**src/rtl/ahb_interconnect_guard_pkg.sv**
```systemverilog
// Shared types for the AHB3-Lite decoder/response guard.
//   owner_t   : who owns the current data phase (nobody, the built-in default
//               ERROR subordinate, or a real subordinate whose index is kept alongside)
//   state_e   : data-phase FSM state
//   pma_cfg_t : one region descriptor (base/mask) per subordinate
package ahb_interconnect_guard_pkg;

  localparam logic [1:0] HTRANS_NONSEQ = 2'b10;
  localparam logic [1:0] HTRANS_SEQ    = 2'b11;

  typedef enum logic [1:0] {OWN_NONE, OWN_DEFAULT, OWN_SLAVE} owner_t;

  typedef enum logic [1:0] {ST_IDLE, ST_SLAVE, ST_ERR1, ST_ERR2} state_e;

  typedef struct packed {
    logic [31:0] base;
    logic [31:0] mask;
  } pma_cfg_t;

  // NONSEQ/SEQ start a real data phase; IDLE/BUSY complete as zero-wait OKAY.
  function automatic logic is_active(input logic [1:0] htrans);
    return (htrans == HTRANS_NONSEQ) || (htrans == HTRANS_SEQ);
  endfunction

  // Data-phase state entered when an address phase is accepted for owner o.
  function automatic state_e owner_state(input owner_t o);
    case (o)
      OWN_SLAVE:   return ST_SLAVE;
      OWN_DEFAULT: return ST_ERR1;
      default:     return ST_IDLE;
    endcase
  endfunction

endpackage

```
**src/rtl/ahb_addr_decoder.sv**
```systemverilog
// Priority address decoder. Index 0 has the highest priority; isolated (hung)
// subordinates never match.
//   addr : master HADDR        pma  : per-subordinate base/mask
//   hung : isolation flags     hsel : one-hot (or zero) select
//   idx  : winning index       hit  : any subordinate matched
module ahb_addr_decoder
  import ahb_interconnect_guard_pkg::*;
#(
  parameter int SLAVES = 4,
  parameter int IW     = (SLAVES > 1) ? $clog2(SLAVES) : 1
) (
  input  logic [31:0]                addr,
  input  pma_cfg_t [SLAVES-1:0]      pma,
  input  logic [SLAVES-1:0]          hung,
  output logic [SLAVES-1:0]          hsel,
  output logic [IW-1:0]              idx,
  output logic                       hit
);

  logic [SLAVES-1:0] match;

  for (genvar g = 0; g < SLAVES; g++) begin : g_match
    assign match[g] = ((addr & pma[g].mask) == pma[g].base) & ~hung[g];
  end

  // Isolate the lowest set bit: that is the highest-priority match.
  assign hsel = match & (~match + 1'b1);
  assign hit  = |match;

  always_comb begin
    idx = '0;
    for (int i = SLAVES - 1; i >= 0; i--) begin
      if (match[i]) idx = IW'(i);
    end
  end

endmodule

```
**src/rtl/ahb_interconnect_guard.sv**
```systemverilog
// AHB3-Lite single-master decoder / response mux with a default ERROR
// subordinate, a per-data-phase hready watchdog and sticky isolation of
// subordinates that time out.
//   s_clk_i / s_resetn_i          : clock, async active-low reset
//   s_mhaddr_i / s_mhtrans_i      : master address phase
//   s_sbase_i / s_smask_i         : region map per subordinate
//   s_shrdata_i .. s_shresp_i     : subordinate data-phase responses
//   s_hsel_o                      : one-hot select (address phase)
//   s_shrdata_o .. s_shresp_o     : muxed response to master (s_shready_o also to subordinates)
//   s_timeout_o                   : one-cycle pulse on watchdog abort
//   s_hung_o                      : sticky isolation flag per subordinate
module ahb_interconnect_guard
  import ahb_interconnect_guard_pkg::*;
#(
  parameter int SLAVES  = 4,
  parameter int TIMEOUT = 256
) (
  input  logic                     s_clk_i,
  input  logic                     s_resetn_i,
  input  logic [31:0]              s_mhaddr_i,
  input  logic [1:0]               s_mhtrans_i,
  input  logic [SLAVES-1:0][31:0]  s_sbase_i,
  input  logic [SLAVES-1:0][31:0]  s_smask_i,
  input  logic [SLAVES-1:0][31:0]  s_shrdata_i,
  input  logic [SLAVES-1:0][6:0]   s_shrchecksum_i,
  input  logic [SLAVES-1:0]        s_shready_i,
  input  logic [SLAVES-1:0]        s_shresp_i,
  output logic [SLAVES-1:0]        s_hsel_o,
  output logic [31:0]              s_shrdata_o,
  output logic [6:0]               s_shrchecksum_o,
  output logic                     s_shready_o,
  output logic                     s_shresp_o,
  output logic                     s_timeout_o,
  output logic [SLAVES-1:0]        s_hung_o
);

  localparam int IW = (SLAVES > 1) ? $clog2(SLAVES) : 1;
  localparam int CW = (TIMEOUT > 0) ? $clog2(TIMEOUT + 1) : 1;

  pma_cfg_t [SLAVES-1:0] pma;
  logic [IW-1:0]         dec_idx;
  logic                  dec_hit;

  state_e                state;
  logic [IW-1:0]         owner_idx;
  logic [CW-1:0]         wait_cnt;
  logic [SLAVES-1:0]     hung;
  logic                  timeout_q;

  owner_t                acc_owner;
  logic                  owner_ready;
  logic                  limit_hit;

  for (genvar g = 0; g < SLAVES; g++) begin : g_pma
    assign pma[g].base = s_sbase_i[g];
    assign pma[g].mask = s_smask_i[g];
  end

  ahb_addr_decoder #(.SLAVES(SLAVES), .IW(IW)) u_dec (
    .addr (s_mhaddr_i),
    .pma  (pma),
    .hung (hung),
    .hsel (s_hsel_o),
    .idx  (dec_idx),
    .hit  (dec_hit)
  );

  assign owner_ready = s_shready_i[owner_idx];
  assign limit_hit   = (TIMEOUT != 0) && (wait_cnt == CW'(TIMEOUT - 1));
  assign acc_owner   = !is_active(s_mhtrans_i) ? OWN_NONE :
                       dec_hit ? OWN_SLAVE : OWN_DEFAULT;

  // Response mux: state is async-reset, so a reset returns these to the
  // idle values immediately without issuing an ERROR.
  always_comb begin
    s_shrdata_o     = '0;
    s_shrchecksum_o = '0;
    s_shready_o     = 1'b1;
    s_shresp_o      = 1'b0;
    case (state)
      ST_SLAVE: begin
        s_shrdata_o     = s_shrdata_i[owner_idx];
        s_shrchecksum_o = s_shrchecksum_i[owner_idx];
        s_shready_o     = owner_ready;
        s_shresp_o      = s_shresp_i[owner_idx];
      end
      ST_ERR1: begin
        s_shready_o = 1'b0;
        s_shresp_o  = 1'b1;
      end
      ST_ERR2:  s_shresp_o = 1'b1;
      default: ;
    endcase
  end

  always_ff @(posedge s_clk_i or negedge s_resetn_i) begin
    if (!s_resetn_i) begin
      state     <= ST_IDLE;
      owner_idx <= '0;
      wait_cnt  <= '0;
      hung      <= '0;
      timeout_q <= 1'b0;
    end else begin
      timeout_q <= 1'b0;
      case (state)
        ST_IDLE, ST_ERR2: begin
          state     <= owner_state(acc_owner);
          owner_idx <= dec_idx;
          wait_cnt  <= '0;
        end
        ST_SLAVE: begin
          // A completing subordinate wins over a coincident watchdog limit.
          if (owner_ready) begin
            state     <= owner_state(acc_owner);
            owner_idx <= dec_idx;
            wait_cnt  <= '0;
          end else if (limit_hit) begin
            hung[owner_idx] <= 1'b1;
            timeout_q       <= 1'b1;
            state           <= ST_ERR1;
            wait_cnt        <= '0;
          end else if (wait_cnt != '1) begin
            wait_cnt <= wait_cnt + 1'b1;
          end
        end
        ST_ERR1: state <= ST_ERR2;
        default: state <= ST_IDLE;
      endcase
    end
  end

  assign s_timeout_o = timeout_q;
  assign s_hung_o    = hung;

endmodule

```
**config.mk**
```make
export PLATFORM = sky130hd
export DESIGN_NAME = ahb_interconnect_guard
export DESIGN_NICKNAME = d
export VERILOG_FILES = /design/src/rtl/ahb_interconnect_guard_pkg.sv /design/src/rtl/ahb_addr_decoder.sv /design/src/rtl/ahb_interconnect_guard.sv
export SDC_FILE = /design/constraint.sdc
export NUM_CORES = 1
export LEC_CHECK = 0
export ABC_AREA = 1
export CORE_AREA = 8 8 189 191
export CTS_CLUSTER_DIAMETER = 50
export DETAILED_ROUTE_END_ITERATION = 12
export DIE_AREA = 0 0 197 199
export PLACE_DENSITY_LB_ADDON = 0.2
export SLEW_MARGIN = 20
export SYNTH_ARGS = -nofsm -noshare
export SYNTH_HDL_FRONTEND = slang
export SYNTH_SLANG_ARGS = --single-unit
```
**constraint.sdc**
```tcl
create_clock -name s_clk_i -period 1.6 [get_ports s_clk_i]
set_input_delay 0.24 -clock s_clk_i [delete_from_list [all_inputs] [get_ports s_clk_i]]
set_output_delay 0.24 -clock s_clk_i [all_outputs]
set_load 0.02 [all_outputs]
```
==> results of run 1 <==
[synthesized netlist by cell type]
| library cell | instances |
|---|---|
| inv_2 | 1 |
| a21boi_1 | 1 |
| or2_2 | 8 |
| a21oi_4 | 1 |
| o21bai_1 | 1 |
| nor2_4 | 2 |
| a21boi_0 | 1 |
| clkbuf_1 | 16 |
| dfrtp_1 | 18 |
| buf_4 | 1 |
| a21o_1 | 1 |
| o211ai_1 | 3 |
| buf_6 | 2 |
| and3_1 | 1 |
| nand2_2 | 3 |
| buf_1 | 3 |
| nand3b_1 | 23 |
| nand4_1 | 5 |
| o21ai_1 | 1 |
| nand2_1 | 377 |
| a22oi_1 | 41 |
| a21oi_1 | 10 |
| nor2_1 | 80 |
| a31oi_1 | 39 |
| ha_1 | 6 |
| a31o_2 | 1 |
| inv_1 | 68 |
| nand2_4 | 2 |
| xnor2_1 | 7 |
| nand3_1 | 100 |
| nor2_2 | 3 |
| buf_2 | 7 |
| nor3_1 | 5 |
| o21ai_0 | 24 |
| xor2_1 | 29 |
[worst min-delay path by stage]
stage / start / to / slack [ns] / cells after the start
2_1_floorplan: s_resetn_i / owner_idx[0] / -0.06 / 0
3_3_place_gp: wait_cnt[7] / wait_cnt[7] / 0.52 / 2
3_5_place_dp: wait_cnt[7] / wait_cnt[7] / 0.53 / 2
4_1_cts: s_resetn_i / s_timeout_o / 0.33 / 2
5_1_grt: s_resetn_i / s_timeout_o / 0.34 / 2
6_report: s_resetn_i / s_timeout_o / 0.32 / 2
[placed cells by master, fill, tap and decap left out, types with 37 or more instances in the layout]
master / instances
nand2_1: 277
dlygate4sd2_1: 194
clkdlybuf4s50_1: 176
buf_4: 94
nand3_1: 72
buf_6: 72
nand2_2: 68
inv_1: 60
nor2_1: 39
a22oi_2: 37
[timing repair]
action                                  4_1_cts  5_1_grt
pin swaps                                   264       85
endpoints found under the setup margin       62       61
endpoints found under the hold margin         0        0
buffers inserted                             37        8
resized for setup                           972      109
cloned                                        5        0
[report_power, final]
part / leakage, nW / internal (W) / total, W / switching (W)
Combinational: 5.65 / 0.00219 / 0.00426 / 0.00207
Clock: 0.0442 / 0.000381 / 0.000561 / 0.000180
Sequential: 0.240 / 0.000484 / 0.000498 / 0.0000138
Total: 5.94 / 0.00305 / 0.00532 / 0.00226
[worst max-delay path, delay by kind of cell]
kind / cells / cell delay (ns)
buffers and inverters: 3 / 0.70
xor gates and xnor gates: 1 / 0.15
and+or+nand+nor: 6 / 0.60
[area by class of cell]
type,count,area (um^2)
clock buffers,4,88.8
repair buffers,645,6290
flip-flops and latches,18,453
diodes,7,17.5
well taps,448,561
inverters,69,269
fillers,3550,19800
multi-input cells,775,5420
[per-layer routing]
metal / vias to the layer above / global-route usage (%)
li1: 4185 / -
met1: 3864 / 19.8
met2: 327 / 40.5
met3: 42 / 6.60
met4: 20 / 2.62
met5: - / 0
[metrics by stage]
| step | cells | setup slack [ns] | TNS, ns |
|---|---|---|---|
| 3_3_place_gp | 1919 | -1.53 | -28.00 |
| 3_5_place_dp | 1919 | -1.53 | -28.21 |
| 6_report | 1966 | -0.338 | -13.54 |
| 5_1_grt | 1965 | -0.410 | -18.45 |
| 2_1_floorplan | 891 | -0.0567 | -1.73 |
| 4_1_cts | 1956 | -0.364 | -14.20 |
[cell families (layout without fill, tap and decap cells)]
family	after synthesis	in the layout	synth area share [%]
AND/OR/NAND/NOR	609	609	55.9
AO/OA/AOI/OAI	124	124	17.4
buffers and inverters	98	718	8.55
XOR/XNOR	36	36	6.82
flip-flops	18	18	9.74
adder cells (fa/ha/maj)	6	6	1.62
other	0	7	0
[sequential cells by signal, summed over array words and instances, names as in the netlist]
name / count
wait_cnt: 9
s_timeout_o: 1
state: 2
s_hung_o: 4
owner_idx: 2
==> metrics.txt, run 1 <==
status=finished, violations left; failing checks=negative setup slack; Critical Path Fanout Max=2; CTS tree=yes; Final Critical Period=between 1.5 and 2 ns; crit path from=s_smask_i[54]; Critical Path RT=1.36 ns; setup violators final=~60; Syn Std Cell Area=about 0.0046 mm^2; Max Cap Viol=0; total grt overflow=0; design area=0.0131 mm^2; worst r2r src=owner_idx[0]; Synth area leaders=nand2_1, nand3_1, dfrtp_1, a22oi_1, nor2_1; Max Slew Vio Count=0; Pleak=roughly 6 nW; crit end category=primary output; maximum clock rate=between 0.5 and 0.6 GHz; CP most frequent cell=nor2_4; period utilization=121%; GRT Total Usage=~20%; cell taking the most area after synthesis=nand2_1; Max Used Layer=met5; Syn. warnings=0; Placed Area=roughly 0.011 mm^2; core outline area=around 0.033 mm^2; port bufs=504; R2R Path End=wait_cnt[5]; PD cells=just over 400 mW/mm^2; Crit path largest cell delay=~0.48 ns; Residual DRC=0; Routed met3 length=between 3000 and 4000 um; gpl congestion=just over 0.9; Post-DRT Antenna Nets=0; arrival time of the worst setup path=between 1.5 and 2 ns; post-synth top area share=30.6%; CP endpoint=s_hsel_o[3]; first-pass GRT wire length=58,400 um; Critical Path Start Type=input pin; RSZ-0062 raised after global routing=yes; clk sinks=18; WHS=0.316 ns; syn_area_per_cell=5.19 um^2; H-tree Lvls=1; vias in the first global route=just under 9,000; Hold WC Path Type=input pin to asynchronous set/reset pin; Die Width=about 200 um; endpoints failing hold=0; Die Y=199 um; Worst Clk Skew=between 0.003 and 0.004 ns; wire length per cell=21.1 um; Rel. slew slack=~75%; register area share after synthesis=9.74%; setup slack, reg-to-reg=-0.23 ns; dpl hpwl=about 36,000 um; vias per cell=between 4 and 5; clock tree buffer depth=2; clock transition at the registers of the reported paths=~0.06 ns; Setup WS post-layout=-0.338 ns; I/O pin total=between 500 and 600; initial antenna violation count=21; CP Class=input pin to primary output; Initial Util=about 14%; M1 WL=about 15,000 um; Final nets=just under 2,000; fraction of layout cells with a size suffix above 1=35.9%; fin util=39.9%; Peak VDD IR=0.000401 V; clock latency at the later pin of the worst-skew pair=0.25 ns; cell row count=67; Hold Buf Count CTS=0; Slowest cell on crit path=clkdlybuf4s50_1; actual slew at the worst max-slew pin=around 0.38 ns; drt first-iter violations=~230; via count=between 8,000 and 9,000; largest net degree at the start of global routing=23; first drt pass iteration count=6; syn_nets=1,353; worst-path cell chain=clkdlybuf4s50_1 -> nand2_2 -> xnor2_2 -> nor2_4 -> nand3_2 -> nor2_4 -> nor2_2 -> inv_1 -> nor2_1 -> buf_4; number of CTS-inserted buffers=3; #FFs+latches synth=18; worst r2r path cells=12; overall power=~0.0053 W; Clock Tree Root=clkbuf_16; Final Routed Wirelength=41,600 um; Cells after Synth=891; P&R area growth vs syn=183%; Met2 Wirelength=approximately 23,000 um; Synth cell types=35; DIE AREA=approximately 0.039 mm^2
Power figures use the tool's default switching activity.
==> run 2, diff against run 1 <==
--- a/config.mk
+++ b/config.mk
@@ -10,8 +10,8 @@
 export CTS_CLUSTER_DIAMETER = 50
 export DETAILED_ROUTE_END_ITERATION = 12
 export DIE_AREA = 0 0 197 199
-export PLACE_DENSITY_LB_ADDON = 0.2
-export SLEW_MARGIN = 20
+export PLACE_DENSITY = 0.56
+export SLEW_MARGIN = 40
 export SYNTH_ARGS = -nofsm -noshare
 export SYNTH_HDL_FRONTEND = slang
 export SYNTH_SLANG_ARGS = --single-unit
==> run 2 against run 1 <==
- the run still ends with negative setup slack left
- critical endpoint is now s_shrdata_o[6]
- hold slack better by 0.0057 ns
- global-route usage is 0.53 points higher
- sequential cell count stayed put
- register-to-register slack worse by 0.08 ns
- sequential power hardly changed
==> metrics.txt, run 2 (synthesis gave the netlist of run 1 again) <==
Pleak=5.67 nW; Crit path largest cell delay=0.44 ns; Critical Path RT=between 1 and 1.5 ns; Peak VDD IR=roughly 0.0004 V; RSZ-0062 raised after global routing=yes; total grt overflow=0; Met2 Wirelength=23,200 um; Routed met3 length=between 3000 and 4000 um; I/O pin total=slightly above 500; number of CTS-inserted buffers=3; setup TNS=-19.32 ns; Worst Clk Skew=approximately 0.0030 ns; DIE AREA=~0.039 mm^2; period utilization=125%; CP Class=register to primary output; arrival time of the worst setup path=approximately 1.8 ns; Slowest cell on crit path=dfrtp_2; largest net degree at the start of global routing=24; Hold Buf Count CTS=0; crit path from=owner_idx[0]; Post-DRT Antenna Nets=0; Critical Path Start Type=register; Max Cap Viol=0; crit end category=primary output; maximum clock rate=0.499 GHz; Final Critical Period=~2.0 ns; WHS=between 0.3 and 0.4 ns; clk sinks=18; port bufs=just over 500; Final nets=1,972; most frequent cells in the layout=nand2_1, dlygate4sd2_1, clkdlybuf4s50_1, buf_4, nand3_1; vias per cell=4.38; DP Worst Slack=-1.65 ns; Reg with most FFs=wait_cnt; Residual DRC=0; Die Y=199 um; GRT Total Usage=about a fifth; failing checks=negative setup slack; setup slack, reg-to-reg=-0.31 ns; first-pass GRT wire length=around 60,000 um; core outline area=between 0.03 and 0.04 mm^2; first drt pass iteration count=5; Clock Tree Root=clkbuf_16; Max Used Layer=met5; fin util=between 30 and 40%; worst-path cell chain=buf_6 -> nor2_4 -> buf_12 -> buf_8 -> a22oi_2 -> a31oi_4 -> buf_6; H-tree Lvls=1; via count=~8,600; Initial Util=~14%; clock transition at the registers of the reported paths=0.05 ns; endpoints failing hold=0; Die Width=between 150 and 200 um; Critical Path Fanout Max=8; Setup WS post-layout=-0.403 ns; gpl congestion=around 0.96; dpl hpwl=between 30,000 and 40,000 um; cell row count=between 60 and 70; M1 WL=~15,000 um; worst r2r src=owner_idx[0]; drt first-iter violations=318; Max Slew Vio Count=0; Final Routed Wirelength=43,000 um; initial antenna violation count=24; commonest non-fill, non-tap cell in the layout=nand2_1; fraction of layout cells with a size suffix above 1=30.2%; PD cells=approximately 400 mW/mm^2; P&R area growth vs syn=173%; clock tree buffer depth=2; actual slew at the worst max-slew pin=between 0.3 and 0.4 ns; wire length per cell=21.9 um; vias in the first global route=approximately 9,200; CTS tree=yes; CP most frequent cell=buf_6; Rel. slew slack=about three quarters; Hold WC Path Type=input pin to asynchronous set/reset pin; clock latency at the later pin of the worst-skew pair=0.25 ns; number of flip-flops under the largest register name=9; setup violators final=62; status=finished, violations left
run 2: final timing paths:
kind | end | cells after the start
max in group asynchronous | owner_idx[0] | 2
min in group s_clk_i | wait_cnt[8] | 2
worst max register to register | wait_cnt[5] | 13
worst min-delay path | s_hung_o[3] | 2
worst min register to register | wait_cnt[8] | 2
worst max-delay path | s_shrdata_o[6] | 7
run 2: layout make-up:
class / count / area [um^2]
flip-flops and latches: 18 / 453
diodes: 8 / 20.0
fillers: 3526 / 20200
clock buffers: 4 / 88.8
multi-input cells: 775 / 4980
well taps: 448 / 561
inverters: 69 / 269
repair buffers: 643 / 6280
run 2: timing repair:
item / CTS / global route
pin swaps: 227 / 46
endpoints found under the setup margin: 63 / 62
cloned: 8 / 1
buffers inserted: 30 / 10
gates resized for setup: 758 / 84
run 2: layer usage:
layer	vias up	track usage, %
li1	4192	-
met1	3924	20.0
met2	399	42.0
met3	78	5.52
met4	16	4.76
met5	-	0
run 2: per-stage QoR:
stage / total power [W] / std cells / cell area (um^2)
final: 0.00507 / 1965 / 12600
after global placement: 0.00426 / 1916 / 11300
after floorplan: 0.00188 / 891 / 4880
after CTS: 0.00485 / 1948 / 12200
after global routing: 0.00542 / 1962 / 12600
after detailed placement: 0.00427 / 1916 / 11300
run 2: worst max-delay path, delay by kind of cell, from the launching register on:
| family | cells | cell delay [ns] |
|---|---|---|
| flip-flops | 1 | 0.44 |
| AO/OA/AOI/OAI | 2 | 0.29 |
| buffers and inverters | 4 | 0.59 |
| AND/OR/NAND/NOR | 1 | 0.17 |
run 2: where the power goes:
| group | switching, W | total [W] | internal (W) |
|---|---|---|---|
| Combinational | 0.00197 | 0.00402 | 0.00205 |
| Sequential | 0.0000136 | 0.000498 | 0.000484 |
| Clock | 0.000177 | 0.000557 | 0.000381 |
| Total | 0.00216 | 0.00507 | 0.00292 |
